`src/rtl/pumpen_pkg.sv`:
```
// Shared pump-level definitions: plausibility FSM states, fail-safe vector and
// the legal level codes, also used by the downstream pump control FSM.
package pumpen_pkg;

  typedef enum logic {
    PS_OK    = 1'b0,
    PS_FAULT = 1'b1
  } plaus_state_e;

  localparam logic [2:0] FAILSAFE_VEC = 3'b111;

  // Wet sensors must fill from the bottom up; anything else is a broken switch.
  localparam logic [2:0] LVL_EMPTY = 3'b000;
  localparam logic [2:0] LVL_LOW   = 3'b001;
  localparam logic [2:0] LVL_MID   = 3'b011;
  localparam logic [2:0] LVL_FULL  = 3'b111;

  function automatic logic is_plausible(input logic [2:0] v);
    return (v == LVL_EMPTY) || (v == LVL_LOW) || (v == LVL_MID) || (v == LVL_FULL);
  endfunction

endpackage

```
`src/rtl/entprell_kanal.sv`:
```
// One sensor channel: two-flop synchronizer followed by a debounce counter.
// acc_d_o exposes the next accepted value so the top can register outputs without extra latency.
module entprell_kanal #(
  parameter int unsigned DEBOUNCE_CYCLES = 1000,
  localparam int unsigned CW = $clog2(DEBOUNCE_CYCLES + 1)
) (
  input  logic clk,
  input  logic rst,
  input  logic raw_i,
  output logic acc_o,
  output logic acc_d_o
);

  logic          sync1_q, sync2_q;
  logic          acc_q, acc_d;
  logic [CW-1:0] cnt_q, cnt_d;

  always_ff @(posedge clk or posedge rst) begin
    if (rst) begin
      sync1_q <= 1'b0;
      sync2_q <= 1'b0;
    end else begin
      sync1_q <= raw_i;
      sync2_q <= sync1_q;
    end
  end

  // Counter only runs while the sample disagrees; the edge that would hit
  // DEBOUNCE_CYCLES flips the accepted value and restarts from zero instead.
  always_comb begin
    acc_d = acc_q;
    cnt_d = '0;
    if (sync2_q != acc_q) begin
      if (cnt_q == CW'(DEBOUNCE_CYCLES - 1)) begin
        acc_d = sync2_q;
      end else begin
        cnt_d = cnt_q + CW'(1);
      end
    end
  end

  always_ff @(posedge clk or posedge rst) begin
    if (rst) begin
      acc_q <= 1'b0;
      cnt_q <= '0;
    end else begin
      acc_q <= acc_d;
      cnt_q <= cnt_d;
    end
  end

  assign acc_o   = acc_q;
  assign acc_d_o = acc_d;

endmodule

```
`src/rtl/pegel_filter.sv`:
```
// Level sensor filter: debounces three level switches and, with PLAUSI_CHECK_EN
// defined, adds a plausibility FSM that forces the fail-safe vector on a fault.
module pegel_filter
  import pumpen_pkg::*;
#(
  parameter int unsigned DEBOUNCE_CYCLES = 1000
) (
  input  logic       clk,
  input  logic       rst,
  input  logic [2:0] sensor_raw,
  input  logic       fault_clr,
  output logic [2:0] x,
  output logic       fault
);

  logic [2:0] acc_q, acc_d;

  for (genvar g = 0; g < 3; g++) begin : g_ch
    entprell_kanal #(
      .DEBOUNCE_CYCLES(DEBOUNCE_CYCLES)
    ) u_ch (
      .clk    (clk),
      .rst    (rst),
      .raw_i  (sensor_raw[g]),
      .acc_o  (acc_q[g]),
      .acc_d_o(acc_d[g])
    );
  end

`ifdef PLAUSI_CHECK_EN
  plaus_state_e state_q, state_d;
  logic [2:0]   x_q, x_d;
  logic         fault_q, fault_d;

  always_comb begin
    state_d = state_q;
    case (state_q)
      PS_OK:    if (!is_plausible(acc_q)) state_d = PS_FAULT;
      PS_FAULT: if (fault_clr && is_plausible(acc_q)) state_d = PS_OK;
      default:  state_d = PS_OK;
    endcase
    // Outputs come from next-state values so they are registered yet track acc with no lag.
    x_d     = (state_d == PS_FAULT) ? FAILSAFE_VEC : acc_d;
    fault_d = (state_d == PS_FAULT);
  end

  always_ff @(posedge clk or posedge rst) begin
    if (rst) begin
      state_q <= PS_OK;
      x_q     <= 3'b000;
      fault_q <= 1'b0;
    end else begin
      state_q <= state_d;
      x_q     <= x_d;
      fault_q <= fault_d;
    end
  end

  assign x     = x_q;
  assign fault = fault_q;
`else
  logic       unused_fault_clr;
  logic [2:0] unused_acc_d;

  assign unused_fault_clr = fault_clr;
  assign unused_acc_d     = acc_d;
  assign x                = acc_q;
  assign fault            = 1'b0;
`endif

endmodule

```
`config.mk`:
```
export PLATFORM = sky130hd
export DESIGN_NAME = pegel_filter
export DESIGN_NICKNAME = d
export VERILOG_FILES = /design/src/rtl/pumpen_pkg.sv /design/src/rtl/entprell_kanal.sv /design/src/rtl/pegel_filter.sv
export SDC_FILE = /design/constraint.sdc
export NUM_CORES = 1
export LEC_CHECK = 0
export ABC_AREA = 0
export CAP_MARGIN = 10
export CORE_MARGIN = 1
export CORE_UTILIZATION = 58
export DETAILED_ROUTE_END_ITERATION = 7
export MAX_ROUTING_LAYER = met4
export PLACE_DENSITY = 0.78
export SYNTH_ARGS = -nofsm -noshare
export SYNTH_HDL_FRONTEND = slang
export SYNTH_HIERARCHICAL = 1
export SYNTH_SLANG_ARGS = --single-unit
export TNS_END_PERCENT = 50
```
`constraint.sdc`:
```
create_clock -name clk -period 3.5 [get_ports clk]
set_input_delay 0.525 -clock clk [delete_from_list [all_inputs] [get_ports clk]]
set_output_delay 0.525 -clock clk [all_outputs]
set_load 0.05 [all_outputs]
```
==> results.toml, run 1 <==
[timing]
fin_tns_setup_ns = 0
worst_slew_margin_relative_to_its_limit_pct = 66.58
timing.final.hold_violations = 0
timing_worst_slew_pin_value_ns = 0.5007
final-setup-viol-count = 0
holdWs_ns = 0.3603
timing.clock.skew_ns = 0.006035
maxSlewViolCount = 0
max_clock_freq_mhz = 468.2
grt_setup_unrepaired = "no"
period_needed_ns = 2.136
post-route-worst-setup-slack_ns = 1.364
final_clock_period_utilization_by_the_worst_path_pct = 61.02

[logic_synthesis]
synth-async-reset-ratio_pct = 100.0
synth_top_area_cell = "dfrtp_1"
synth-seq-area-share_pct = 51.69
postSynthRegisterBits = 39
netlist-cell-type-count = 24
ys_top_cells_by_count = "39 x dfrtp_1, 30 x nor2_1, 18 x nand3_1"
synthesis.instances = 179
mappedNetlistArea_um2 = 1888
synth_area_leaders = "dfrtp_1 52%, nor2_1 6.0%, xor2_1 5.6%, nand3_1 4.8%, xnor2_1 4.2%"
syn_nets = 188
synth.most_common_cell = "dfrtp_1"
synth_ff_type = "dfrtp_1"
yosys_warnings = 6
synth_area_per_cell_um2 = 10.55
synth.top_cell.area_share_pct = 51.69
synth-edff-count = 0

[route]
wire_per_inst_um = 13.56
post_drt_via_cell_ratio = 5.451
routed-via-count = 1292
drt_first_pass_iters = 4
route.detailed.drc = 0
postRouteWirelength_um = 3213
drt_iter0_markers = 92
route.antenna.remaining_nets = 0

[power]
pwr-share-seq_pct = 65.5
p_sw_share_pct = 23.43
relative_contribution_of_combinational_cells_to_total_power_pct = 5.6
clock_power_share_pct = 28.9
power_mw = 0.7268
p_per_area_nw_per_um2 = 353.6
internal_power_mw = 0.5566
ir_worst_vdd_mv = 0.2860
power.static_leakage_nw = 0.9997
switching_power_mw = 0.1703

[layout]
layout-drive-gt1-share_pct = 10.88
nets = 201
antenna_cells = 0
final_core_utilization_pct = 66.79
fill_cells = 238
finalNonFillerCells = 237
finish.instance_area_um2 = 2056
syn_to_final_growth_pct = 8.880

[cts]
cts_hold_buffers = 0
buffer_count_from_post_cts_setup_fixing = 0
h-tree-depth = 2
cts_buffer_depth = 2
cts.sink_count = 39
clk_latency_ns = 0.33
tritoncts_clock_tree = "done"
clk_root_buffer_cell = "clkbuf_4"
path_clk_slew_ns = 0.11
cts-buffers-inserted = 5
post_cts_resized = 0

[worst_setup_path]
critical-path-max-stage-delay_ns = 0.84
path_depth = 1
crit-reg2reg-capture = "g_ch[0].u_ch/cnt_q[7]"
worst_setup_path_endpoint = "x[1]"
rr_startpoint = "g_ch[0].u_ch/cnt_q[0]"
arrival_time_reported_for_the_critical_path_endpoint_ns = 1.61
crit_path_start = "g_ch[1].u_ch/acc_o"
crit_path_start_kind = "register"
critical_path_required_ns = 2.97
worstPathCellList = "clkdlybuf4s50_1"
cp_max_fo = 4
worst_path_dominant_cell_family = "buffers and inverters"
worstPathBufferInverterCount = 1
worst_path_max_delay_cell = "clkdlybuf4s50_1"
ff2ff_path_depth = 5
cp-end-kind = "primary output"
criticalPathCategory = "register to primary output"
r2r_slack_ns = 1.96

[floorplanning]
dieArea_um2 = 3487
placement_rows = 20
floorplan.initialDensity_pct = 61.34
ios = 10
core_area_um2 = 3078
chipHeight_um = 59.06
die_w_um = 59.06

[placed_design]
port_buffers = 7
place_area_um2 = 2006
worst_setup_slack_post_dpl_ns = 1.741
place_congestion = 0.8876
dpl.hpwl_um = 2355
dpl.cell_count = 229

[grt]
grt_use_total_pct = 22.34
grt_antenna_before_repair = 0
grt_pass1_vias = 1252
grt_first_pass_wirelength_um = 5602
grt_start_max_net_pins = 14
overflow = 0

[run]
timing.max_cap.violations = 0

[status]
run_status = "finished, final reports clean"

[min_path]
worstHoldPathType = "register to register"
state kept, by name, indices dropped and copies added, names as in the netlist:
name,flops
g_ch.u_ch/sync2_q,3
g_ch.u_ch/cnt_q,30
g_ch.u_ch/sync1_q,3
g_ch.u_ch/acc_o,3
cell type report:
type	count	area (um^2)	share of cell area, %
Multi-Input combinational cell	133	882.1	42.91
Clock buffer	7	45.04	2.191
Tap cell	44	55.05	2.678
Sequential cell	39	975.9	47.47
Inverter	6	22.52	1.096
Clock inverter	1	5.005	0.2435
Timing Repair Buffer	7	70.07	3.408
how the worst min path moves through the flow:
stage / from / endpoint / slack (ns) / cells after the start
after floorplan: g_ch[0].u_ch/sync1_q / g_ch[0].u_ch/sync2_q / 0.33 / 0
after global placement: g_ch[0].u_ch/sync1_q / g_ch[0].u_ch/sync2_q / 0.34 / 0
after detailed placement: g_ch[0].u_ch/sync1_q / g_ch[0].u_ch/sync2_q / 0.33 / 0
after CTS: g_ch[0].u_ch/sync1_q / g_ch[0].u_ch/sync2_q / 0.36 / 0
after global routing: g_ch[0].u_ch/sync1_q / g_ch[0].u_ch/sync2_q / 0.38 / 0
final: g_ch[1].u_ch/sync1_q / g_ch[1].u_ch/sync2_q / 0.36 / 0
layout by cell type (no fill, tap or decap), drive strengths merged, types with 6 or more instances in the layout:
master         count
clkbuf             7
dfrtp             39
inv                6
xor2              12
nor2              30
xnor2              9
nand2             12
o21ai              6
nand3             18
clkdlybuf4s50      7
and3               9
logic make-up after synthesis:
logic type	count (synthesis)	synth area share, %
buf+inv	7	1.591
mux	3	2.386
compound gates	21	7.753
flops	39	51.69
other cells	1	0.1986
xor+xnor	21	9.742
fa+ha+maj	3	1.988
simple gates	84	24.65
power by group through the flow:
stage / combinational, mW / sequential (mW) / clock, mW
floorplan: 0.0297 / 0.481 / 0
global placement: 0.0395 / 0.484 / 0
detailed placement: 0.0407 / 0.485 / 0
CTS: 0.0412 / 0.476 / 0.222
global route: 0.0457 / 0.478 / 0.241
finish: 0.0406 / 0.476 / 0.210
layer usage:
layer | part of all wire, % | track usage [%] | up-vias
li1 | - | - | 646
met1 | 47 | 29.84 | 620
met2 | 50 | 32.95 | 26
met4 | 0 | 9.864 | 0
met3 | 2.9 | 4.803 | 0
met5 | 0 | - | -
Power figures use the tool's default switching activity.
==> inputs of run 2 (changes only) <==
==> constraint.sdc (replaced) <==
create_clock -name clk -period 2.2 [get_ports clk]
set_input_delay 0.33 -clock clk [delete_from_list [all_inputs] [get_ports clk]]
set_output_delay 0.33 -clock clk [all_outputs]
set_load 0.05 [all_outputs]
==> run 2 against run 1 <==
- register-to-register slack worse by 1.3 ns
- largest cell class unchanged
- flip-flop and latch count did not move
- critical path depth stayed put
- combinational power grew 60%
- clock skew fell by 0.0024 ns
- global-route usage is 0.24 points higher
- critical endpoint is now x[0]
- non-clock buffer count is the same
- die area did not move
- final area grew 0.91%
- count of clock-buffer cells in the layout up 1
==> results.toml, run 2 (synthesis results as in run 1) <==
[placed_design]
dpl.hpwl_um = 2386
worst_setup_slack_post_dpl_ns = 0.6413
dpl.cell_count = 229
place_congestion = 0.8876
place_area_um2 = 2006
port_buffers = 7

[route]
routed-via-count = 1322
post_drt_via_cell_ratio = 5.578
drt_iter0_markers = 83
route.antenna.remaining_nets = 0
wire_per_inst_um = 13.79
drt_first_pass_iters = 4
postRouteWirelength_um = 3268
route.detailed.drc = 0

[timing]
period_needed_ns = 1.942
final-setup-viol-count = 0
grt_setup_unrepaired = "no"
fin_tns_setup_ns = 0
timing_worst_slew_pin_value_ns = 0.5086
timing.final.hold_violations = 0
post-route-worst-setup-slack_ns = 0.2584
maxSlewViolCount = 0
max_clock_freq_mhz = 515.0
timing.clock.skew_ns = 0.003638
final_clock_period_utilization_by_the_worst_path_pct = 88.25
worst_slew_margin_relative_to_its_limit_pct = 66.05

[run]
timing.max_cap.violations = 0

[worst_setup_path]
arrival_time_reported_for_the_critical_path_endpoint_ns = 1.61
worstPathCellList = "clkdlybuf4s50_1"
crit_path_start_kind = "register"
worstPathBufferInverterCount = 1
criticalPathCategory = "register to primary output"
critical-path-max-stage-delay_ns = 0.83
worst_path_dominant_cell_family = "buffers and inverters"
cp-end-kind = "primary output"
critical_path_required_ns = 1.87
cp_max_fo = 4
worst_path_max_delay_cell = "clkdlybuf4s50_1"

[power]
power.static_leakage_nw = 1.009
pwr-share-seq_pct = 61.8
p_per_area_nw_per_um2 = 590.4
p_sw_share_pct = 22.53
ir_worst_vdd_mv = 0.4562
relative_contribution_of_combinational_cells_to_total_power_pct = 5.3
clock_power_share_pct = 32.9
power_mw = 1.225
switching_power_mw = 0.2759
internal_power_mw = 0.9489

[cts]
path_clk_slew_ns = 0.11
cts_hold_buffers = 0
clk_root_buffer_cell = "clkbuf_4"
h-tree-depth = 2
tritoncts_clock_tree = "done"
post_cts_resized = 0
buffer_count_from_post_cts_setup_fixing = 0
cts.sink_count = 39
cts_buffer_depth = 2
cts-buffers-inserted = 5
clk_latency_ns = 0.33

[layout]
final_cell_mix = "39 x dfrtp_1, 30 x nor2_1, 18 x nand3_1, 12 x nand2_1, 12 x xor2_1"
antenna_cells = 0
syn_to_final_growth_pct = 9.874
reg_with_most_ffs = "g_ch.u_ch/cnt_q"
sequential_cell_area_um2 = 975.9
largest_reg_flops = 30
nets = 201
layout-drive-gt1-share_pct = 11.40
fill_cells = 248
finish.instance_area_um2 = 2074
finalNonFillerCells = 237
multi_input_area_um2 = 882.1
layout.cells.most_common = "dfrtp_1"

[grt]
grt_use_total_pct = 22.58
grt_first_pass_wirelength_um = 5623
grt_pass1_vias = 1264
grt_start_max_net_pins = 14
overflow = 0
grt_antenna_before_repair = 0

[floorplanning]
dieArea_um2 = 3487
chipHeight_um = 59.06
ios = 10
floorplan.initialDensity_pct = 61.34
die_w_um = 59.06
placement_rows = 20
core_area_um2 = 3078

[min_path]
worstHoldPathType = "register to register"

[status]
run_status = "finished, final reports clean"
## run 2: changes by cell type in the layout (fill, tap and decap cells not counted)
| cell | change |
|---|---|
| clkinv_2 | -1 |
| clkbuf_1 | -1 |
| clkbuf_8 | +2 |
## run 2: final cells by class
type	instances	share of cell area (%)
clock buffer	8	3.317
inverter	6	1.086
multi-input combinational	133	42.52
sequential	39	47.04
tap	44	2.654
timing repair buffer	7	3.378
## run 2: final timing paths
kind                                  startpoint                     to  slack [ns]  cells past startpoint
setup / recovery              g_ch[0].u_ch/acc_o                   x[0]        0.26                      1
hold / removal              g_ch[0].u_ch/sync1_q   g_ch[0].u_ch/sync2_q        0.36                      0
setup reg to reg           g_ch[1].u_ch/cnt_q[0]  g_ch[1].u_ch/cnt_q[7]        0.66                      5
hold reg to reg             g_ch[0].u_ch/sync1_q   g_ch[0].u_ch/sync2_q        0.36                      0
max in group asynchronous                    rst  g_ch[1].u_ch/cnt_q[3]        1.46                      2
min in group asynchronous                    rst   g_ch[2].u_ch/sync2_q        0.39                      2
## run 2: metrics by stage
step	utilization (%)	hold WS, ns
after floorplan	-	0.2070
after global placement	65.16	0.3351
after detailed placement	65.16	0.3371
after CTS	67.40	0.3667
after global routing	67.40	0.3692
final	67.40	0.3633
## run 2: power by group through the flow
stage	Clock [mW]	Combinational, mW	Sequential (mW)
global placement	0	0.0628	0.770
CTS	0.420	0.0662	0.757
detailed placement	0	0.0650	0.771
floorplan	0	0.0473	0.766
finish	0.403	0.0651	0.757
global route	0.443	0.0730	0.761
## run 2: worst register-to-register path: stages, from the launching register on
cell and delay (ns):
dfrtp_1 0.42, ha_1 0.27, nand2_1 0.13, nor4b_2 0.29, a311o_1 0.23, a31oi_1 0.08
## run 2: layer usage
| layer | vias to the layer above | GRT usage [%] | part of all wire, % |
|---|---|---|---|
| li1 | 646 | - | - |
| met1 | 647 | 28.53 | 48 |
| met2 | 22 | 35.71 | 48 |
| met3 | 7 | 4.585 | 2.6 |
| met4 | 0 | 9.184 | 1.7 |
| met5 | - | - | 0 |
==> inputs of run 3 (changes only) <==
--- a/config.mk
+++ b/config.mk
@@ -9,6 +9,7 @@
 export CAP_MARGIN = 10
 export CORE_MARGIN = 1
 export CORE_UTILIZATION = 58
+export CTS_CLUSTER_SIZE = 16
 export DETAILED_ROUTE_END_ITERATION = 7
 export MAX_ROUTING_LAYER = met4
 export PLACE_DENSITY = 0.78
==> results of run 3 <==
The final DEF is identical to that of run 2; final timing and power are the same.
